## src/rtl/xmit_sched_pkg.sv

```systemverilog
`default_nettype none
// ============================================================================
// Module   : xmit_sched_pkg
// Brief    : Shared types and constants for the transmit priority scheduler.
// Revision : 1.0 - initial release
// ============================================================================
package xmit_sched_pkg;

    localparam int LEN_W_DEF = 12;
    localparam int MIN_LEN   = 64;
    localparam int MAX_LEN   = 1518;

    typedef enum logic [1:0] {
        IDLE  = 2'd0,
        START = 2'd1,
        BUSY  = 2'd2,
        IFG   = 2'd3
    } sched_state_t;

    // A zero-cycle gap still needs a 1-bit counter to keep the timer legal
    function automatic int ifg_cnt_w(input int cycles);
        return (cycles <= 0) ? 1 : $clog2(cycles + 1);
    endfunction

endpackage
`default_nettype wire

```

## src/rtl/xmit_ifg_timer.sv

```systemverilog
`default_nettype none
// ============================================================================
// Module   : xmit_ifg_timer
// Brief    : Inter-frame gap down-counter; loads IFG_CYCLES-1, stops at zero.
// Revision : 1.0 - initial release
// ============================================================================
module xmit_ifg_timer
    import xmit_sched_pkg::*;
#(
    parameter int IFG_CYCLES = 48
) (
    input  logic clk_sys,
    input  logic reset,
    input  logic load,
    input  logic count_en,
    output logic expired
);

    localparam int c_cnt_w = ifg_cnt_w(IFG_CYCLES);
    localparam logic [c_cnt_w-1:0] c_load_val =
        c_cnt_w'((IFG_CYCLES > 0) ? (IFG_CYCLES - 1) : 0);

    logic [c_cnt_w-1:0] r_cnt;

    always_ff @(posedge clk_sys) begin
        if (reset) begin
            r_cnt <= '0;
        end else if (load) begin
            r_cnt <= c_load_val;
        end else if (count_en && (r_cnt != '0)) begin
            r_cnt <= r_cnt - 1'b1;
        end
    end

    assign expired = (r_cnt == '0);

endmodule
`default_nettype wire

```

## src/rtl/xmit_prio_sched.sv

```systemverilog
`default_nettype none
// ============================================================================
// Module   : xmit_prio_sched
// Brief    : Strict-priority frame scheduler with length check and IFG.
//            Optional low-starvation guard: XMIT_LO_STARVE_GUARD_EN.
// Revision : 1.0 - initial release
// ============================================================================
module xmit_prio_sched
    import xmit_sched_pkg::*;
#(
    parameter int LEN_W      = LEN_W_DEF,
    parameter int IFG_CYCLES = 48
`ifdef XMIT_LO_STARVE_GUARD_EN
    ,
    parameter int HI_BURST_MAX = 8
`endif
) (
    input  logic             clk_sys,
    input  logic             reset,
    input  logic             hi_ctrl_valid,
    input  logic [LEN_W-1:0] hi_ctrl_len,
    output logic             hi_ctrl_pop,
    input  logic             lo_ctrl_valid,
    input  logic [LEN_W-1:0] lo_ctrl_len,
    output logic             lo_ctrl_pop,
    output logic             tx_start,
    output logic             tx_sel_hi,
    output logic [LEN_W-1:0] tx_len,
    input  logic             tx_done,
    output logic             m_discard_en,
    output logic             busy
);

    localparam logic [LEN_W-1:0] c_min_len = LEN_W'(MIN_LEN);
    localparam logic [LEN_W-1:0] c_max_len = LEN_W'(MAX_LEN);

    sched_state_t     r_state;
    sched_state_t     w_state_nxt;
    logic [LEN_W-1:0] r_len;
    logic             r_sel_hi;
    logic             w_arb;
    logic             w_lo_force;
    logic             w_pick_lo;
    logic [LEN_W-1:0] w_sel_len;
    logic             w_len_ok;
    logic             w_ifg_load;
    logic             w_ifg_expired;

    // Pops are gated by reset so no control word is lost during reset
    assign w_arb     = (r_state == IDLE) && (hi_ctrl_valid || lo_ctrl_valid) && !reset;
    assign w_pick_lo = lo_ctrl_valid && (!hi_ctrl_valid || w_lo_force);
    assign w_sel_len = w_pick_lo ? lo_ctrl_len : hi_ctrl_len;
    assign w_len_ok  = (w_sel_len >= c_min_len) && (w_sel_len <= c_max_len);

`ifdef XMIT_LO_STARVE_GUARD_EN
    localparam int c_run_w = $clog2(HI_BURST_MAX + 1);

    logic [c_run_w-1:0] r_hi_run;

    assign w_lo_force = (r_hi_run == c_run_w'(HI_BURST_MAX));

    // Counts high grants that made a waiting low frame wait longer
    always_ff @(posedge clk_sys) begin
        if (reset) begin
            r_hi_run <= '0;
        end else if (w_arb) begin
            if (!lo_ctrl_valid || w_pick_lo) begin
                r_hi_run <= '0;
            end else begin
                r_hi_run <= r_hi_run + 1'b1;
            end
        end
    end
`else
    assign w_lo_force = 1'b0;
`endif

    always_ff @(posedge clk_sys) begin
        if (reset) begin
            r_state  <= IDLE;
            r_len    <= '0;
            r_sel_hi <= 1'b0;
        end else begin
            r_state <= w_state_nxt;
            if (w_arb && w_len_ok) begin
                r_len    <= w_sel_len;
                r_sel_hi <= !w_pick_lo;
            end
        end
    end

    always_comb begin
        w_state_nxt  = r_state;
        hi_ctrl_pop  = 1'b0;
        lo_ctrl_pop  = 1'b0;
        m_discard_en = 1'b0;
        tx_start     = 1'b0;
        w_ifg_load   = 1'b0;
        case (r_state)
            IDLE: begin
                if (w_arb) begin
                    hi_ctrl_pop = !w_pick_lo;
                    lo_ctrl_pop = w_pick_lo;
                    if (w_len_ok) begin
                        w_state_nxt = START;
                    end else begin
                        m_discard_en = 1'b1;
                    end
                end
            end
            START: begin
                tx_start    = 1'b1;
                w_state_nxt = BUSY;
            end
            BUSY: begin
                if (tx_done) begin
                    if (IFG_CYCLES == 0) begin
                        w_state_nxt = IDLE;
                    end else begin
                        w_state_nxt = IFG;
                        w_ifg_load  = 1'b1;
                    end
                end
            end
            IFG: begin
                if (w_ifg_expired) begin
                    w_state_nxt = IDLE;
                end
            end
            default: w_state_nxt = IDLE;
        endcase
    end

    xmit_ifg_timer #(
        .IFG_CYCLES (IFG_CYCLES)
    ) u_ifg_timer (
        .clk_sys  (clk_sys),
        .reset    (reset),
        .load     (w_ifg_load),
        .count_en (r_state == IFG),
        .expired  (w_ifg_expired)
    );

    assign tx_sel_hi = r_sel_hi;
    assign tx_len    = r_len;
    assign busy      = (r_state != IDLE);

endmodule
`default_nettype wire

```

## config.mk

```make
export PLATFORM = sky130hd
export DESIGN_NAME = xmit_prio_sched
export DESIGN_NICKNAME = d
export VERILOG_FILES = /design/src/rtl/xmit_sched_pkg.sv /design/src/rtl/xmit_ifg_timer.sv /design/src/rtl/xmit_prio_sched.sv
export SDC_FILE = /design/constraint.sdc
export NUM_CORES = 1
export LEC_CHECK = 0
export BUFFER_PORTS_ARGS = -buffer_cell sky130_fd_sc_hd__buf_2
export CORE_ASPECT_RATIO = 1.75
export CORE_MARGIN = 2
export CORE_UTILIZATION = 40
export CTS_BUF_LIST = sky130_fd_sc_hd__clkbuf_4
export DETAILED_ROUTE_END_ITERATION = 10
export PLACE_DENSITY = 0.73
export SKIP_LAST_GASP = 1
export SYNTH_ARGS = -nofsm -noshare
export SYNTH_HDL_FRONTEND = slang
export SYNTH_HIERARCHICAL = 1
export SYNTH_SLANG_ARGS = --single-unit
```

## constraint.sdc

```tcl
create_clock -name clk_sys -period 2.3 [get_ports clk_sys]
set_input_delay 0.345 -clock clk_sys [delete_from_list [all_inputs] [get_ports clk_sys]]
set_output_delay 0.345 -clock clk_sys [all_outputs]
set_load 0.05 [all_outputs]
```

==> metrics.md <==
| Metric | Value |
|---|---|
| Die Width | `47.8 microns` |
| Routed wire per std cell | `13.9 microns` |
| Gr usage total | `0.174` |
| Setup repair bufs after CTS | `0` |
| Switching Share | `0.448` |
| Routed WL | `3.32 mm` |
| Hold Crit Class | `in2reg` |
| Seq/Total Area, Yosys | `0.313` |
| Post-route cell area | `1670 sq um` |
| Pre-antenna DRT Iters | `4` |
| Path depth of the worst reg2reg path | `8` |
| I/O pin count | `47` |
| Drt drc | `0` |
| Min Tclk post-route | `2.14 ns` |
| P_int | `0.000667 W` |
| Primary FF master, synth | `dfxtp_1` |
| Number of max-cap violations | `0` |
| Min Hold Slack | `0.329 ns` |
| Worst-path clk slew | `0.12 ns` |
| Row count | `27` |
| Run status | `finished clean` |
| Static leakage | `0.761 nW` |
| Post-synth top area cell | `dfxtp_1` |
| Fmax | `467 MHz` |
| WP data arrival | `1.80 ns` |
| Critical Path RT | `1.96 ns` |
| Max FO, Critical Path | `5` |
| RSZ-0062 raised after global routing | `false` |
| Largest net degree at the start of global routing | `14` |
| Layout area overhead | `24.5%` |
| Share of cells above drive strength 1 | `0.379` |
| Synthesized cell area | `1350 sq um` |
| Vias per inst | `5.41` |
| Fin nets | `231` |
| Clk_skew | `0.00753 ns` |
| Max-slew violations | `0` |
| Comb pwr share | `0.487` |
| GR Overflow Total | `0` |
| Post-synth EDFFs | `0` |
| Element type at the critical path end | `output port` |
| WHS Path Cells | `2` |
| Endpoints failing hold | `0` |
| Routability-driven placement congestion ratio | `0.797` |
| Vias | `1288` |
| Post-Syn Nets | `180` |
| Cell count after synthesis | `145` |
| WS Path Type | `in2out` |
| Post-synth cell types | `45` |
| Slowest Stage Delay on Critical Path | `0.37 ns` |
| Slew margin rel. | `0.666` |
| Hpwl dp | `2.73 mm` |
| Area contributors post-synth | `dfxtp_1 (31%), mux2i_1 (11%), a211oi_2 (5.6%), ha_1 (5.6%), nand2b_1 (4.7%)` |
| Initial antenna violation count | `0` |
| Async set or reset register ratio after synthesis | `0` |
| CTS buffer count | `3` |
| Die H | `80.7 microns` |
| Util after Layout | `0.527` |
| Seq cells post-synth | `21` |
| I/O Buffers | `46` |
| Critical Path, Cell by Cell | `buf_2 > nand2b_1 > nand4_1 > a221o_1 > a21o_2 > nor2_1 > buf_2` |
| Most frequent cells in the layout | `buf_2 (46), dfxtp_1 (21), mux2i_1 (15)` |
| VDD IR max | `401 uV` |
| Clock Path Buffers | `2` |
| Synth warnings | `6` |
| Sequential fraction of design power | `0.363` |
| Net Switching | `0.000541 W` |
| Leading cell type in the layout, fill and taps excluded | `buf_2` |
| Setup TNS | `0 ns` |
| Post-Place Cell Area | `1640 sq um` |
| Die ar. | `3860 sq um` |
| Hold-fix buffers, CTS | `0` |
| Worst-Skew Late Latency | `0.31 ns` |
| Pwr/cell area | `722 nW/um^2` |
| Clock power share | `0.150` |
| Worst setup margin | `0.157 ns` |
| CORE AREA | `3180 sq um` |
| Critical path launch point type | `input pin` |
| Area share of the largest cell type after synthesis | `0.313` |
| Final Setup Violations | `0` |
| Place WS | `0.0774 ns` |
| CTS root buf | `clkbuf_4` |
| Vias in the first global route | `1196` |
| Final ANT Viol Nets | `0` |
| CTS Sinks | `21` |
| Syn_area_per_cell | `9.28 sq um` |
| H-Tree Depth | `1` |
| Number of DRC markers in iteration 0 | `19` |
| First-pass GRT wire length | `4.94 mm` |
| Starting Density | `0.424` |
| CTS tree | `yes` |
| Period utilization | `0.932` |
| Antenna cells | `0` |
| Worst-Margin Slew | `0.497 ns` |
| Cell mode on critical path | `buf_2` |
| CP max stage cell | `a221o_1` |
==> per-layer routing <==
layer / vias to the layer above / GRT usage / share of wire
met5: - / 0 / 0
li1: 646 / - / -
met1: 598 / 0.174 / 0.37
met4: 0 / 0.0757 / 0.015
met3: 6 / 0.0292 / 0.043
met2: 38 / 0.323 / 0.57
==> repair_timing <==
| action | 4_1_cts | 5_1_grt |
|---|---|---|
| endpoints found under the setup margin | 0 | 1 |
| resized for setup | 0 | 1 |
| endpoints found under the hold margin | 0 | 0 |
==> cell families (layout without fill, tap and decap cells) <==
kind of cell,Yosys count,in the layout,share of synthesized area
and+or+nand+nor,49,49,0.220
AOI/OAI and AO/OA,40,40,0.240
DFF,21,21,0.313
muxes,16,16,0.120
buffers and inverters,13,63,0.0512
adders and majority gates,6,6,0.0558
==> final timing paths <==
kind                                            from           end  slack (ns)
worst max register to register  u_ifg_timer/r_cnt[0]    r_state[1]        0.50
worst min-delay path                           reset     tx_sel_hi        0.33
worst max-delay path                   hi_ctrl_valid  m_discard_en        0.16
worst min register to register             tx_len[7]     tx_len[7]        0.48
==> sequential cells by signal, summed over array words and instances (netlist names) <==
name and count:
tx_sel_hi 1, r_state 2, tx_len 12, u_ifg_timer/r_cnt 6
==> cells in the mapped netlist (3+ instances only) <==
cell type / number
nor2b_1: 3
o21ai_0: 3
nor2_1: 10
a21oi_1: 10
inv_1: 7
mux2i_1: 15
a211oi_1: 4
nor3_1: 4
nand2_1: 4
dfxtp_1: 21
a211oi_2: 6
nand2b_1: 10
nor3b_1: 3
ha_1: 6
==> critical path, delay by kind of cell <==
family | cells | cell delay (ns)
AOI/OAI and AO/OA | 2 | 0.60
and+or+nand+nor | 3 | 0.47
buffers and inverters | 2 | 0.39
==> area by class of cell <==
class                   instances  area [sq um]
fillers                       342          1500
multi-input cells             111           858
flip-flops and latches         21           420
repair buffers                 52           288
well taps                      43          53.8
inverters                       7          26.3
clock buffers                   3          22.5
clock inverters                 1          5.00
==> power by group through the flow <==
| stage | logic [W] | registers, W | clock network, W |
|---|---|---|---|
| after floorplan | 0.000358 | 0.000526 | 0 |
| after global placement | 0.000583 | 0.000447 | 0 |
| after detailed placement | 0.000590 | 0.000448 | 0 |
| after CTS | 0.000592 | 0.000439 | 0.000192 |
| after global routing | 0.000636 | 0.000446 | 0.000203 |
| final | 0.000589 | 0.000439 | 0.000181 |
==> stage by stage <==
| step | instances | power (W) |
|---|---|---|
| final | 238 | 0.00121 |
| after global routing | 238 | 0.00129 |
| after CTS | 238 | 0.00122 |
| after detailed placement | 234 | 0.00104 |
| after global placement | 234 | 0.00103 |
| after floorplan | 145 | 0.000884 |
Note: power is estimated with default switching activity, not from simulation.
